--- src/rtl/store_narrower.sv ---
// Sub-word store narrowing for a word-only data memory: SW writes directly; SB/SH read-modify-write.
// Latency: accept cycle through the done pulse is 3 cycles (SW) or 4 (SB/SH) with zero-wait memory; req_ready only in IDLE.
module store_narrower (
    input  logic        clk,
    input  logic        reset_n,
    input  logic        req_valid,
    output logic        req_ready,
    input  logic [31:0] req_addr,
    input  logic [31:0] req_data,
    input  logic [1:0]  req_size,
    output logic [31:0] mem_addr,
    output logic        mem_rd_en,
    input  logic [31:0] mem_rdata,
    input  logic        mem_rvalid,
    output logic        mem_wr_en,
    output logic [31:0] mem_wdata,
    input  logic        mem_ack,
    output logic        done,
    output logic        fault
);

    typedef enum logic [2:0] {
        IDLE  = 3'd0,
        READ  = 3'd1,
        WRITE = 3'd2,
        DONE  = 3'd3,
        FAULT = 3'd4
    } state_t;

    localparam logic [1:0] SZ_BYTE = 2'b00;
    localparam logic [1:0] SZ_HALF = 2'b01;
    localparam logic [1:0] SZ_WORD = 2'b10;
    localparam logic [1:0] SZ_ILL  = 2'b11;

    state_t      state_q, state_d;
    logic [31:0] addr_q, addr_d;
    logic [15:0] data_q, data_d;
    logic [1:0]  size_q, size_d;
    logic [31:0] wdata_q, wdata_d;
    logic        reject;
    logic [31:0] merged;

    always_ff @(posedge clk or negedge reset_n) begin
        if (!reset_n) begin
            state_q <= IDLE;
            addr_q  <= '0;
            data_q  <= '0;
            size_q  <= '0;
            wdata_q <= '0;
        end else begin
            state_q <= state_d;
            addr_q  <= addr_d;
            data_q  <= data_d;
            size_q  <= size_d;
            wdata_q <= wdata_d;
        end
    end

    assign reject = (req_size == SZ_ILL)
                  | ((req_size == SZ_HALF) & req_addr[0])
                  | ((req_size == SZ_WORD) & (|req_addr[1:0]));

    // Only the addressed lane(s) change; the rest of the word is preserved from memory.
    always_comb begin
        merged = mem_rdata;
        if (size_q == SZ_BYTE) begin
            merged[{addr_q[1:0], 3'b000} +: 8] = data_q[7:0];
        end else if (addr_q[1]) begin
            merged[31:16] = data_q;
        end else begin
            merged[15:0] = data_q;
        end
    end

    always_comb begin
        state_d = state_q;
        addr_d  = addr_q;
        data_d  = data_q;
        size_d  = size_q;
        wdata_d = wdata_q;
        case (state_q)
            IDLE: begin
                if (req_valid) begin
                    addr_d = req_addr;
                    data_d = req_data[15:0];
                    size_d = req_size;
                    if (reject) begin
                        state_d = FAULT;
                    end else if (req_size == SZ_WORD) begin
                        wdata_d = req_data;
                        state_d = WRITE;
                    end else begin
                        state_d = READ;
                    end
                end
            end
            READ: begin
                if (mem_rvalid) begin
                    wdata_d = merged;
                    state_d = WRITE;
                end
            end
            WRITE: begin
                if (mem_ack) begin
                    state_d = DONE;
                end
            end
            DONE:    state_d = IDLE;
            FAULT:   state_d = IDLE;
            default: state_d = IDLE;
        endcase
    end

    // Outputs decode straight from state so an asynchronous reset drops them at once.
    assign req_ready = (state_q == IDLE);
    assign mem_rd_en = (state_q == READ);
    assign mem_wr_en = (state_q == WRITE);
    assign done      = (state_q == DONE);
    assign fault     = (state_q == FAULT);
    assign mem_addr  = {addr_q[31:2], 2'b00};
    assign mem_wdata = wdata_q;

endmodule

--- config.mk ---
export PLATFORM = sky130hd
export DESIGN_NAME = store_narrower
export DESIGN_NICKNAME = d
export VERILOG_FILES = /design/src/rtl/store_narrower.sv
export SDC_FILE = /design/constraint.sdc
export NUM_CORES = 1
export LEC_CHECK = 0
export ABC_AREA = 1
export CORE_ASPECT_RATIO = 2
export CORE_MARGIN = 10
export CORE_UTILIZATION = 51
export DETAILED_ROUTE_END_ITERATION = 6
export PLACE_DENSITY = 0.87
export SYNTH_ARGS = -nofsm -noshare
export SYNTH_HDL_FRONTEND = slang
export SYNTH_SLANG_ARGS = --single-unit
export TNS_END_PERCENT = 10
--- constraint.sdc ---
create_clock -name clk -period 3.5 [get_ports clk]
set_clock_uncertainty 0.1 [all_clocks]
set_input_delay 0.35 -clock clk [delete_from_list [all_inputs] [get_ports clk]]
set_output_delay 0.35 -clock clk [all_outputs]
set_load 0.01 [all_outputs]
==> out/metrics.csv, run 1 <==
metric;value;unit
result of the run;finished, final reports clean;
Setup Total Neg Slack;0;ns
synth top area cells;dfrtp_1, nand2_1, nand3_1;
post-DR wirelength/cell;15.9;µm
Antenna Violating Nets Remaining;0;
Setup Viol. Count Final;0;
number of resized instances in the post-cts repair step;0;
# DRC;0;
slew of the pin with the lowest slew margin;1.13;ns
number of maximum-capacitance constraint violations;0;
initial antenna violation count;0;
sum of overflow across all layers after global routing;0;
FP Rows;53;
full die area;15400;µm²
worst vdd rail ir drop;0.507;mV
final weighted congestion in routability-driven placement;0.871;
Worst Path Max Fanout;27;
synthesis-to-layout area growth;32.8;%
layout cell share with drive strength beyond 1;4.29;%
Chip Width;92.8;µm
number of iterations in the first detailed-routing pass;5;
Clock Latency Late Sink;0.35;ns
leading cell type in the layout, fill and taps excluded;nand2_1;
overall routed net length;17.3;mm
Power Density;841;nW/µm²
antenna diode count;0;
cell accounting for the most synthesized area;dfrtp_1;
GRT Total Usage;22.3;%
static leakage;3.76;nW
class of the most critical hold timing path;input port to flip-flop;
count of final max-slew check failures;0;
number of enable-type register cells in the synthesized netlist;0;
number of endpoints with negative hold slack in the final report;0;
TritonCTS clock tree;yes;
CTS H-tree depth;3;
nets;1058;
y dimension of the die;166;µm
main flop type after synthesis;dfrtp_1;
via count;5657;
Setup Buffers After CTS;0;
fin crit share;69.6;%
final total power;6.05;mW
required time at the endpoint of the critical path;3.05;ns
achievable clock frequency;0.411;GHz
clock tree sinks;85;
pin count of the biggest net entering global routing;65;
Setup CP Type;flip-flop to primary output;
cells after synthesis;833;
DR vias/cell;5.18;
Num CTS Buffers;9;
number of hold buffers added after cts;1;
effective utilization at floorplan;51.6;%
asr flop ratio synth;100;%
count of port buffers added during placement;169;
detailed router's first-iteration violation count;439;
sequential element share of the synthesized area;39.3;%
Max-Slew Margin vs Limit;24.1;%
total I/O pin count;172;
number of synthesis warnings;0;
Synth top area share;39.3;%
Core ar.;10500;µm²
most used cells in the layout excluding fill and tap cells;nand2_1, clkdlybuf4s50_1, nand3_1;
detailed-placement wirelength estimate;12.5;mm
RSZ-0062 raised after global routing;false;
cell area after synthesis;5410;µm²
worst-case clock buffer depth;2;
via count of the first global-routing pass;5570;
wire length of the first global-routing pass;27.7;mm
clock root cell;clkbuf_16;
count of different cell masters after synthesis;27;
post-CTS clock slew at the launch and capture registers of the worst setup and hold paths;0.06;ns
capturing element type of the critical path;primary output;
Data arrival, critical path;1.99;ns
Avg Cell Area, Syn;6.50;µm²
final critical path time including I/O delays and setup;2.44;ns
type of element launching the critical path;flip-flop;
synthesized flop and latch total;85;
-- final cells by class --
class,instances,area (µm²)
Sequential cell,85,2130
Tap cell,137,171
Timing Repair Buffer,178,1750
Inverter,56,210
Multi-Input combinational cell,620,2630
Fill cell,925,3290
Clock buffer,9,225
Clock inverter,7,68.8
-- through the flow --
| step | hold slack [ns] | cells | cell area, µm² | util [%] | setup slack (ns) |
|---|---|---|---|---|---|
| 6_report | 0.329 | 1092 | 7190 | 68.6 | 1.06 |
| 5_1_grt | 0.372 | 1092 | 7190 | 68.6 | 0.889 |
| 4_1_cts | 0.325 | 1092 | 7190 | 68.6 | 1.06 |
| 3_5_place_dp | 0.357 | 1075 | 6880 | 65.7 | 1.10 |
| 3_3_place_gp | 0.353 | 1075 | 6880 | 65.7 | 1.17 |
| 2_1_floorplan | -0.0456 | 834 | 5420 | - | 1.50 |
-- final timing paths --
kind	start	to	slack [ns]	depth (start not counted)
max	state_q[2]$_DFFE_PN0P_	req_ready	1.06	4
min	req_valid	state_q[0]$_DFFE_PN0P_	0.33	5
max reg2reg	addr_q[0]$_DFFE_PN0P_	mem_wdata[14]$_DFFE_PN0P_	1.08	11
min reg2reg	addr_q[17]$_DFFE_PN0P_	addr_q[17]$_DFFE_PN0P_	0.37	2
max in group asynchronous	reset_n	mem_wdata[19]$_DFFE_PN0P_	2.05	3
min in group asynchronous	reset_n	state_q[2]$_DFFE_PN0P_	0.51	2
-- cell usage after synthesis, types with 3 or more instances --
cell type / instances
inv_1: 46
o21ai_0: 5
clkbuf_1: 12
nand3_1: 94
a21oi_1: 30
nand2_1: 433
buf_2: 23
dfrtp_1: 85
inv_2: 6
buf_6: 3
nand3b_1: 9
buf_4: 34
nor2_1: 30
nor3_1: 3
ha_1: 5
clkinv_1: 4
-- report_power, final --
| part | internal [mW] | switching, mW |
|---|---|---|
| combinational | 1.37 | 1.96 |
| sequential | 1.44 | 0.312 |
| clock | 0.506 | 0.461 |
-- worst max-delay path, cell delays in order (launching register included) --
cell and delay [ns]:
dfrtp_1 0.40, inv_2 0.11, nand3_2 0.11, inv_2 0.37
clkdlybuf4s50_1 0.63
-- cells by family after synthesis --
group / after synthesis / synth area share [%]
buffers and inverters: 129 / 12.3
other: 1 / 0.0693
adders and majority gates: 5 / 1.16
DFF: 85 / 39.3
and+or+nand+nor: 577 / 43.8
AOI/OAI and AO/OA: 36 / 3.40
-- flip-flops by register name, indices dropped and copies added (netlist names) --
register   count
mem_wdata     32
size_q         2
state_q        3
data_q        16
addr_q        32
-- per-layer routing --
layer  global-route usage [%]  wire length [µm]
met5                        0                 0
met3                     8.10              1440
met4                     11.5               865
met2                     38.6              8850
met1                     22.3              6170
Note: power is estimated with default switching activity, not from simulation.
==> inputs of run 2 (changes only) <==
- CORE_UTILIZATION: 51 -> 47
- PLACE_DENSITY: 0.87 -> 0.81
- clock period: 3.5 -> 2.49 ns (I/O delays scaled with it)
==> out/metrics.csv, run 2 (same netlist as run 1, synthesis figures left out) <==
metric;value;unit;change
result of the run;finished, final reports clean;;
Worst Setup EP;mem_wr_en;;
total I/O pin count;172;;unchanged
GRT Total Usage;21.3;%;-0.98 points
capturing element type of the critical path;primary output;;
Placement Cell Area;6990;µm²;+1.6%
full die area;16500;µm²;+7.1%
number of resized instances in the post-cts repair step;0;;unchanged
synthesis-to-layout area growth;34.7;%;
r2r worst-path depth;10;;-1
worst vdd rail ir drop;0.824;mV;+63%
required time at the endpoint of the critical path;2.14;ns;-0.91 ns
achievable clock frequency;0.459;GHz;
design internal power;4.74;mW;+43%
CP max stage delay;0.63;ns;about the same
FP Rows;55;;+3.8%
fill cell total of the finished layout;1045;;+13%
CTS H-tree depth;3;;unchanged
pin count of the biggest net entering global routing;47;;-28%
clock tree sinks;85;;unchanged
share of total power consumed by net switching;44.7;%;-0.58 points
detailed router's first-iteration violation count;395;;-10%
Setup CP Type;flip-flop to primary output;;
post-CTS clock slew at the launch and capture registers of the worst setup and hold paths;0.06;ns;about the same
number of hold buffers added after cts;1;;unchanged
Antenna Violating Nets Remaining;0;;unchanged
Core ar.;11300;µm²;+7.7%
slew of the pin with the lowest slew margin;0.548;ns;-0.586 ns
Num CTS Buffers;9;;unchanged
leading cell type in the layout, fill and taps excluded;nand2_1;;
cell type of the slowest stage on the worst timing path;clkdlybuf4s50_1;;
Worst Setup Slack, final;0.313;ns;-0.752 ns
sum of overflow across all layers after global routing;0;;unchanged
Data arrival, critical path;1.83;ns;-0.16 ns
count of port buffers added during placement;169;;unchanged
Worst R2R End;mem_wdata[31]$_DFFE_PN0P_;;
TritonCTS clock tree;yes;;
DR vias/cell;5.01;;-3.3%
number of endpoints with negative hold slack in the final report;0;;unchanged
initial antenna violation count;0;;unchanged
most used cells in the layout excluding fill and tap cells;nand2_1, clkdlybuf4s50_1, nand3_1;;
effective utilization at floorplan;47.9;%;-3.7 points
combinational share of power;55.9;%;+0.8 points
Worst Setup SP;state_q[0]$_DFFE_PN0P_;;
final weighted congestion in routability-driven placement;0.877;;+0.60%
worst reg2reg setup slack;0.46;ns;-0.62 ns
worst-case clock buffer depth;2;;unchanged
number of iterations in the first detailed-routing pass;5;;unchanged
Max-Slew Margin vs Limit;63.3;%;+39 points
nets;1070;;+1.1%
y dimension of the die;172;µm;+3.7%
count of final max-slew check failures;0;;unchanged
Setup Viol. Count Final;0;;unchanged
detailed-placement wirelength estimate;12.9;mm;+3.2%
Worst Path Max Fanout;4;;-85%
critical path buffer and inverter count;1;;-2
antenna diode count;0;;unchanged
power share of the sequential group;28.6;%;-0.3 points
net switching power;3.83;mW;+40%
fin crit share;87.4;%;
layout cell share with drive strength beyond 1;5.48;%;+1.2 points
post-DR wirelength/cell;15.6;µm;-1.5%
final critical path time including I/O delays and setup;2.18;ns;
RSZ-0062 raised after global routing;false;;
final total power;8.57;mW;+42%
Core Util, Final;64.6;%;-4.0 points
Setup Total Neg Slack;0;ns;unchanged
Setup Buffers After CTS;0;;unchanged
Chip Width;95.9;µm;+3.3%
R2R Path Start;addr_q[1]$_DFFE_PN0P_;;
static leakage;3.81;nW;+1.5%
setup slack after placement;0.488;ns;-0.607 ns
Critical Path, Cell by Cell;nor3_1, clkdlybuf4s50_1;;
via count;5553;;-1.8%
wire length of the first global-routing pass;27.7;mm;+0.22%
via count of the first global-routing pass;5654;;+1.5%
part of the total power dissipated in the clock network;15.5;%;-0.5 points
number of maximum-capacitance constraint violations;0;;unchanged
Worst path depth;2;;-2
critical path's top delay family;buffers and inverters;;
clock root cell;clkbuf_16;;
class of the most critical hold timing path;input port to flip-flop;;
overall routed net length;17.3;mm;about the same
Clock Latency Late Sink;0.34;ns;about the same
type of element launching the critical path;flip-flop;;
# DRC;0;;unchanged
Power Density;1170;nW/µm²;+40%
Post-Layout Inst Area;7290;µm²;+1.4%
## run 2: cell types whose count changed in the layout (fill, tap and decap cells not counted), sizes merged
| cell | change |
|---|---|
| clkinvlp | +1 |
| buf | +12 |
| inv | -1 |
## run 2: worst min-delay path by stage
stage	depth (start not counted)	slack, ns	endpoint	startpoint
2_1_floorplan	0	-0.15	addr_q[0]$_DFFE_PN0P_	reset_n
3_3_place_gp	1	0.07	state_q[1]$_DFFE_PN0P_	reset_n
3_5_place_dp	1	0.07	state_q[1]$_DFFE_PN0P_	reset_n
4_1_cts	5	0.22	state_q[0]$_DFFE_PN0P_	req_valid
5_1_grt	2	0.28	data_q[1]$_DFFE_PN0P_	reset_n
6_report	5	0.23	state_q[0]$_DFFE_PN0P_	req_valid
## run 2: final cells by class
| cell class | count | area [µm²] | share of cell area [%] |
|---|---|---|---|
| multi-input combinational | 620 | 2630 | 36.1 |
| sequential | 85 | 2130 | 29.2 |
| timing repair buffer | 190 | 1860 | 25.5 |
| clock buffer | 9 | 225 | 3.09 |
| inverter | 56 | 210 | 2.88 |
| tap | 142 | 178 | 2.44 |
| clock inverter | 7 | 63.8 | 0.875 |
## run 2: worst reg2reg max path, cell delays in order (launching register included)
cell and delay (ns):
dfrtp_1 0.37, buf_4 0.29, ha_1 0.21, clkinv_1 0.25, nor3_4 0.35, nand2_1 0.09
nand2_1 0.07, nand2_1 0.05, nand2_1 0.05, nand2_1 0.05, nand2_1 0.08
## run 2: per-stage QoR
stage | cells | hold WS (ns)
after CTS | 1109 | 0.220
final | 1109 | 0.229
after global placement | 1092 | 0.0683
after detailed placement | 1092 | 0.0702
after global routing | 1109 | 0.277
after floorplan | 834 | -0.147
## run 2: power by group through the flow
stage / Sequential (mW) / Combinational (mW) / Clock (mW)
after global placement: 2.43 / 4.72 / 0
final: 2.45 / 4.79 / 1.33
after floorplan: 2.48 / 3.07 / 0
after global routing: 2.53 / 5.39 / 1.40
after CTS: 2.44 / 4.82 / 1.37
after detailed placement: 2.46 / 4.78 / 0
## run 2: metal layers
metal / vias up / routed length [µm] / part of all wire (%) / track usage [%]
li1: 2795 / - / - / -
met5: - / 0 / 0 / 0
met2: 206 / 8840 / 51 / 37.3
met4: 0 / 919 / 5.3 / 12.6
met1: 2496 / 6240 / 36 / 21.6
met3: 56 / 1330 / 7.7 / 5.76
==> inputs of run 3 (changes only) <==
- CTS_CLUSTER_SIZE: not set -> 16
==> results of run 3 <==
No change in the layout: final DEF, timing and power equal those of run 2.
